## config.mk

```make
export PLATFORM = sky130hd
export DESIGN_NAME = gpio_in_conditioner
export DESIGN_NICKNAME = d
export VERILOG_FILES = /design/src/rtl/gpio_cond_pkg.sv /design/src/rtl/gpio_cond_bit.sv /design/src/rtl/gpio_in_conditioner.sv
export SDC_FILE = /design/constraint.sdc
export NUM_CORES = 1
export LEC_CHECK = 0
export ABC_AREA = 1
export CAP_MARGIN = 10
export CORE_AREA = 2 2 154 111
export CTS_CLUSTER_DIAMETER = 60
export DETAILED_ROUTE_END_ITERATION = 8
export DIE_AREA = 0 0 156 113
export PLACE_DENSITY_LB_ADDON = 0.12
export SLEW_MARGIN = 25
export SYNTH_ARGS = -nofsm -noshare
export SYNTH_HDL_FRONTEND = slang
export SYNTH_SLANG_ARGS = --single-unit
```

## constraint.sdc

```tcl
create_clock -name wb_clk_i -period 3.4 [get_ports wb_clk_i]
set_input_delay 0.51 -clock wb_clk_i [delete_from_list [all_inputs] [get_ports wb_clk_i]]
set_output_delay 0.51 -clock wb_clk_i [all_outputs]
set_load 0.01 [all_outputs]
```

## src/rtl/gpio_cond_pkg.sv

```systemverilog
// Shared constants for the GPIO input conditioner.
// The wrapper ties dbnc_limit to GPIO_COND_DBNC_DEFAULT.
package gpio_cond_pkg;

    localparam int GPIO_COND_WIDTH       = 11;
    localparam int GPIO_COND_SYNC_STAGES = 2;
    localparam int GPIO_COND_DBNC_W      = 8;

    localparam logic [GPIO_COND_DBNC_W-1:0] GPIO_COND_DBNC_DEFAULT = 8'd15;

    typedef enum logic [1:0] {
        EDGE_NONE = 2'b00,
        EDGE_RISE = 2'b01,
        EDGE_FALL = 2'b10
    } edge_kind_e;

    function automatic edge_kind_e edge_of(input logic prev, input logic next);
        unique case ({prev, next})
            2'b01:   return EDGE_RISE;
            2'b10:   return EDGE_FALL;
            default: return EDGE_NONE;
        endcase
    endfunction

endpackage

```

## src/rtl/gpio_cond_bit.sv

```systemverilog
// One conditioned lane: synchroniser, debounce counter, edge pulses.
// Sticky edge flag present only when GPIO_COND_STICKY_EN is defined.
module gpio_cond_bit
    import gpio_cond_pkg::*;
#(
    parameter int SYNC_STAGES = GPIO_COND_SYNC_STAGES,
    parameter int DBNC_W      = GPIO_COND_DBNC_W
) (
    input  logic              clk_i,
    input  logic              rst_i,
    input  logic              pad_i,
    input  logic              dbnc_en_i,
    input  logic [DBNC_W-1:0] dbnc_limit_i,
    input  logic              flag_clr_i,
    output logic              sig_o,
    output logic              rise_o,
    output logic              fall_o,
    output logic              flag_o
);

    logic [SYNC_STAGES-1:0] sync_q;
    logic                   sync_bit;
    logic                   stable_q, stable_d;
    logic [DBNC_W-1:0]      cnt_q, cnt_d;
    logic                   rise_q, rise_d;
    logic                   fall_q, fall_d;
    edge_kind_e             edge_k;

    assign sync_bit = sync_q[SYNC_STAGES-1];

    always_ff @(posedge clk_i) begin
        if (rst_i) begin
            sync_q <= '0;
        end else begin
            sync_q <= {sync_q[SYNC_STAGES-2:0], pad_i};
        end
    end

    // '>=' keeps a lowered limit from stranding the counter above it
    always_comb begin
        stable_d = stable_q;
        cnt_d    = '0;
        if (!dbnc_en_i) begin
            stable_d = sync_bit;
        end else if (sync_bit != stable_q) begin
            if (cnt_q >= dbnc_limit_i) begin
                stable_d = sync_bit;
            end else begin
                cnt_d = cnt_q + 1'b1;
            end
        end
    end

    always_comb begin
        edge_k = edge_of(stable_q, stable_d);
        rise_d = (edge_k == EDGE_RISE);
        fall_d = (edge_k == EDGE_FALL);
    end

    always_ff @(posedge clk_i) begin
        if (rst_i) begin
            stable_q <= 1'b0;
            cnt_q    <= '0;
            rise_q   <= 1'b0;
            fall_q   <= 1'b0;
        end else begin
            stable_q <= stable_d;
            cnt_q    <= cnt_d;
            rise_q   <= rise_d;
            fall_q   <= fall_d;
        end
    end

    assign sig_o  = stable_q;
    assign rise_o = rise_q;
    assign fall_o = fall_q;

`ifdef GPIO_COND_STICKY_EN
    logic flag_q, flag_d;

    // a pulse in the same cycle as a clear keeps the flag set
    always_comb begin
        flag_d = rise_q | fall_q | (flag_q & ~flag_clr_i);
    end

    always_ff @(posedge clk_i) begin
        if (rst_i) begin
            flag_q <= 1'b0;
        end else begin
            flag_q <= flag_d;
        end
    end

    assign flag_o = flag_q;
`else
    logic unused_clr;
    assign unused_clr = flag_clr_i;
    assign flag_o     = 1'b0;
`endif

endmodule

```

## src/rtl/gpio_in_conditioner.sv

```systemverilog
// GPIO pad input conditioner feeding user_proj_timer.io_in.
// Define GPIO_COND_STICKY_EN to build the sticky edge_flag register.
module gpio_in_conditioner
    import gpio_cond_pkg::*;
#(
    parameter int WIDTH       = GPIO_COND_WIDTH,
    parameter int SYNC_STAGES = GPIO_COND_SYNC_STAGES,
    parameter int DBNC_W      = GPIO_COND_DBNC_W
) (
    input  logic              wb_clk_i,
    input  logic              wb_rst_i,
    input  logic [WIDTH-1:0]  pad_in,
    input  logic [WIDTH-1:0]  dbnc_en,
    input  logic [DBNC_W-1:0] dbnc_limit,
    input  logic [WIDTH-1:0]  flag_clr,
    output logic [WIDTH-1:0]  sig_out,
    output logic [WIDTH-1:0]  rise_pulse,
    output logic [WIDTH-1:0]  fall_pulse,
    output logic [WIDTH-1:0]  edge_flag
);

    for (genvar i = 0; i < WIDTH; i++) begin : g_lane
        gpio_cond_bit #(
            .SYNC_STAGES (SYNC_STAGES),
            .DBNC_W      (DBNC_W)
        ) u_bit (
            .clk_i        (wb_clk_i),
            .rst_i        (wb_rst_i),
            .pad_i        (pad_in[i]),
            .dbnc_en_i    (dbnc_en[i]),
            .dbnc_limit_i (dbnc_limit),
            .flag_clr_i   (flag_clr[i]),
            .sig_o        (sig_out[i]),
            .rise_o       (rise_pulse[i]),
            .fall_o       (fall_pulse[i]),
            .flag_o       (edge_flag[i])
        );
    end

endmodule

```

==> out/metrics.cfg <==
[logic_synthesis]
synth_area_mm2=0.00789
syn_inst=969
ys_ff_latch=143
yosysTopAreaCellShare_pct=36.3
synth_cell_types=35
synth_top_area_cell=dfxtp_1
yosysSeqAreaShare_pct=36.3
synthTopCellsByArea=dfxtp_1 (36%), ha_1 (16%), nor2_1 (8.3%)
syn_avg_cell_area_um2=8.15
yosys_warnings=0

[clock_tree]
cts_sinks=143
cts_tree=done
post_cts_buffers=0
cts_resized=0
clkLatencyLatePin_ns=0.43
cts_max_path_buffers=2
path_clk_slew_ns=0.06
cts_root_buf=clkbuf_16
cts_hold_buf=0
numCtsBuffers=17
htreeDepth=4

[global_route]
grt_pass1_wl_um=25500
busiest_layer=met2
grt_max_degree=36
use_met1_pct=26.4
grt_pass1_vias=5351
met2_usage_pct=27.3
overflow=0
grt_util_met3_pct=4.71
grtUsageTotal_pct=18.5
antenna_found_initial=0

[timing]
min_period_ns=2.20
fin_tns_setup_ns=0
rsz0062_at_grt=no
worst_pin_slew_ns=0.711
period_share_pct=64.7
slew_headroom_pct=52.5
max_freq_ghz=0.454
final.setup.worst_slack_ns=1.20
hold_viol=0
finClkSkew_ns=0.00411
setup_viol=0
slew_violations=0

[setup_path]
cp_max_fo=11
r2r_cells=11
r2r-start=g_lane[6].u_bit.cnt_q[0]
worstPathRequired_ns=3.76
reg2reg_slack_ns=1.83
worstSetupEndpointType=flip-flop
r2r_end=g_lane[6].u_bit.cnt_q[5]
worst-setup-path-type=in2reg
arrival_ns=2.56
cp-start-kind=input port

[worst_hold_path]
min_from=g_lane[9].u_bit.sync_q[0]
min_path_cells=2
min_to=g_lane[9].u_bit.sync_q[1]
hold_class=reg2reg

[layout]
final_common_cell=nor2_1
fillers=1523
seq_area_mm2=0.00286
diodes=0
finalNetCount=1158
multiInputGateArea_mm2=0.00427
mostFrequentLayoutCells=nor2_1 (174), nand2_1 (156), dfxtp_1 (143), inv_1 (114), ha_1 (99)
syn_to_final_growth_pct=15.7
drive_gt1_share_pct=8.75

[placement]
dp_hpwl_um=10600
gp_congestion=0.757
dp_slack_ns=0.727
io_buffers=64

[power]
power_density_mw_per_mm2=440
ir_drop_v=0.000287
leakage_nw=4.08

[drt]
wirelength_um=15000
drtAntennaViolNets=0
drcViolationCount=0
dr.first_iter.drc_count=169
routed-via-count=5764
dr.pass1.iters=4
wire_per_inst_um=12.2
routed_via_density=4.67

[run_status]
status=finished clean

[die]
start_util_pct=49.2
design.die.area_mm2=0.0176
die_w_um=156
coreArea_mm2=0.0161
ios=87
rows=39
die_h_um=113

[flow_run]
max-cap-violations=0

## cells in the mapped netlist (all sizes together)
library cell	instances
buf	48
nor2	180
a21oi	37
o21bai	8
nand2	164
conb	1
xor2	35
clkbuf	3
or2	3
nor3	22
xnor2	20
nor3b	8
inv	115
dfxtp	143
nand3b	3
nand3	43
ha	99
nand4	21
o21ai	8
a21o	8
## worst max-delay path, cell delays in order
cell	delay, ns
clkdlybuf4s50_1	0.92
ha_1	0.35
inv_1	0.05
nand2_1	0.04
nand2_1	0.05
nand2_1	0.04
nand2_1	0.05
nand2_1	0.07
nand2_1	0.10
nand4_2	0.21
nor2_1	0.16
## flip-flops by register name, indices dropped and copies added, names as in the netlist
signal               flops
g_lane.u_bit.cnt_q      88
g_lane.u_bit.rise_o     11
g_lane.u_bit.sig_o      11
g_lane.u_bit.fall_o     11
g_lane.u_bit.sync_q     22
## layout make-up
type / instances / share of cell area [%]
clock buffers: 24 / 5.60
flip-flops and latches: 143 / 31.3
multi-input cells: 670 / 46.7
repair buffers: 69 / 7.42
clock inverters: 8 / 1.38
well taps: 205 / 2.81
inverters: 115 / 4.73
## worst max path at each step
stage / start / to / slack (ns) / depth (start not counted)
finish: dbnc_limit[0] / g_lane[6].u_bit.cnt_q[5] / 1.20 / 11
global route: dbnc_limit[0] / g_lane[6].u_bit.cnt_q[6] / 0.99 / 11
CTS: dbnc_limit[0] / g_lane[6].u_bit.cnt_q[5] / 1.18 / 11
detailed placement: dbnc_limit[0] / g_lane[6].u_bit.cnt_q[6] / 0.73 / 11
global placement: dbnc_limit[0] / g_lane[6].u_bit.cnt_q[2] / 0.74 / 11
floorplan: dbnc_limit[5] / g_lane[3].u_bit.fall_o / 1.65 / 7
## metrics by stage
stage               instances  util, %  area, um^2  hold slack, ns  total power [mW]
detailed placement       1202     52.9        8500           0.394              2.08
CTS                      1234     56.9        9140           0.402              4.07
global route             1234     56.9        9140           0.418              4.19
global placement         1202     52.9        8500           0.390              2.07
finish                   1234     56.9        9140           0.401              4.02
floorplan                 979        -        7930           0.388              1.98
## where the power goes
| group | switching (mW) | leakage, nW | internal [mW] |
|---|---|---|---|
| clock network | 0.714 | 0.305 | 1.27 |
| registers | 0.0249 | 1.16 | 1.71 |
| logic | 0.175 | 2.62 | 0.132 |
| total | 0.915 | 4.08 | 3.11 |
## cell families (layout without fill, tap and decap cells)
group	Yosys count	count (layout)	share of synthesized area (%)
and+or+nand+nor	444	444	27.1
buffers and inverters	166	216	10.1
DFF	143	143	36.3
adders and majority gates	99	99	15.7
AOI/OAI and AO/OA	61	61	4.66
xor gates and xnor gates	55	55	6.10
other	1	11	0.0475
## per-layer routing
| layer | vias up | part of all wire, % | wire, um |
|---|---|---|---|
| met1 | 2527 | 55 | 8190 |
| li1 | 3146 | - | - |
| met5 | - | 0 | 0 |
| met4 | 0 | 1.2 | 180 |
| met2 | 74 | 41 | 6080 |
| met3 | 17 | 3.6 | 547 |
(Power assumes the default switching activity.)
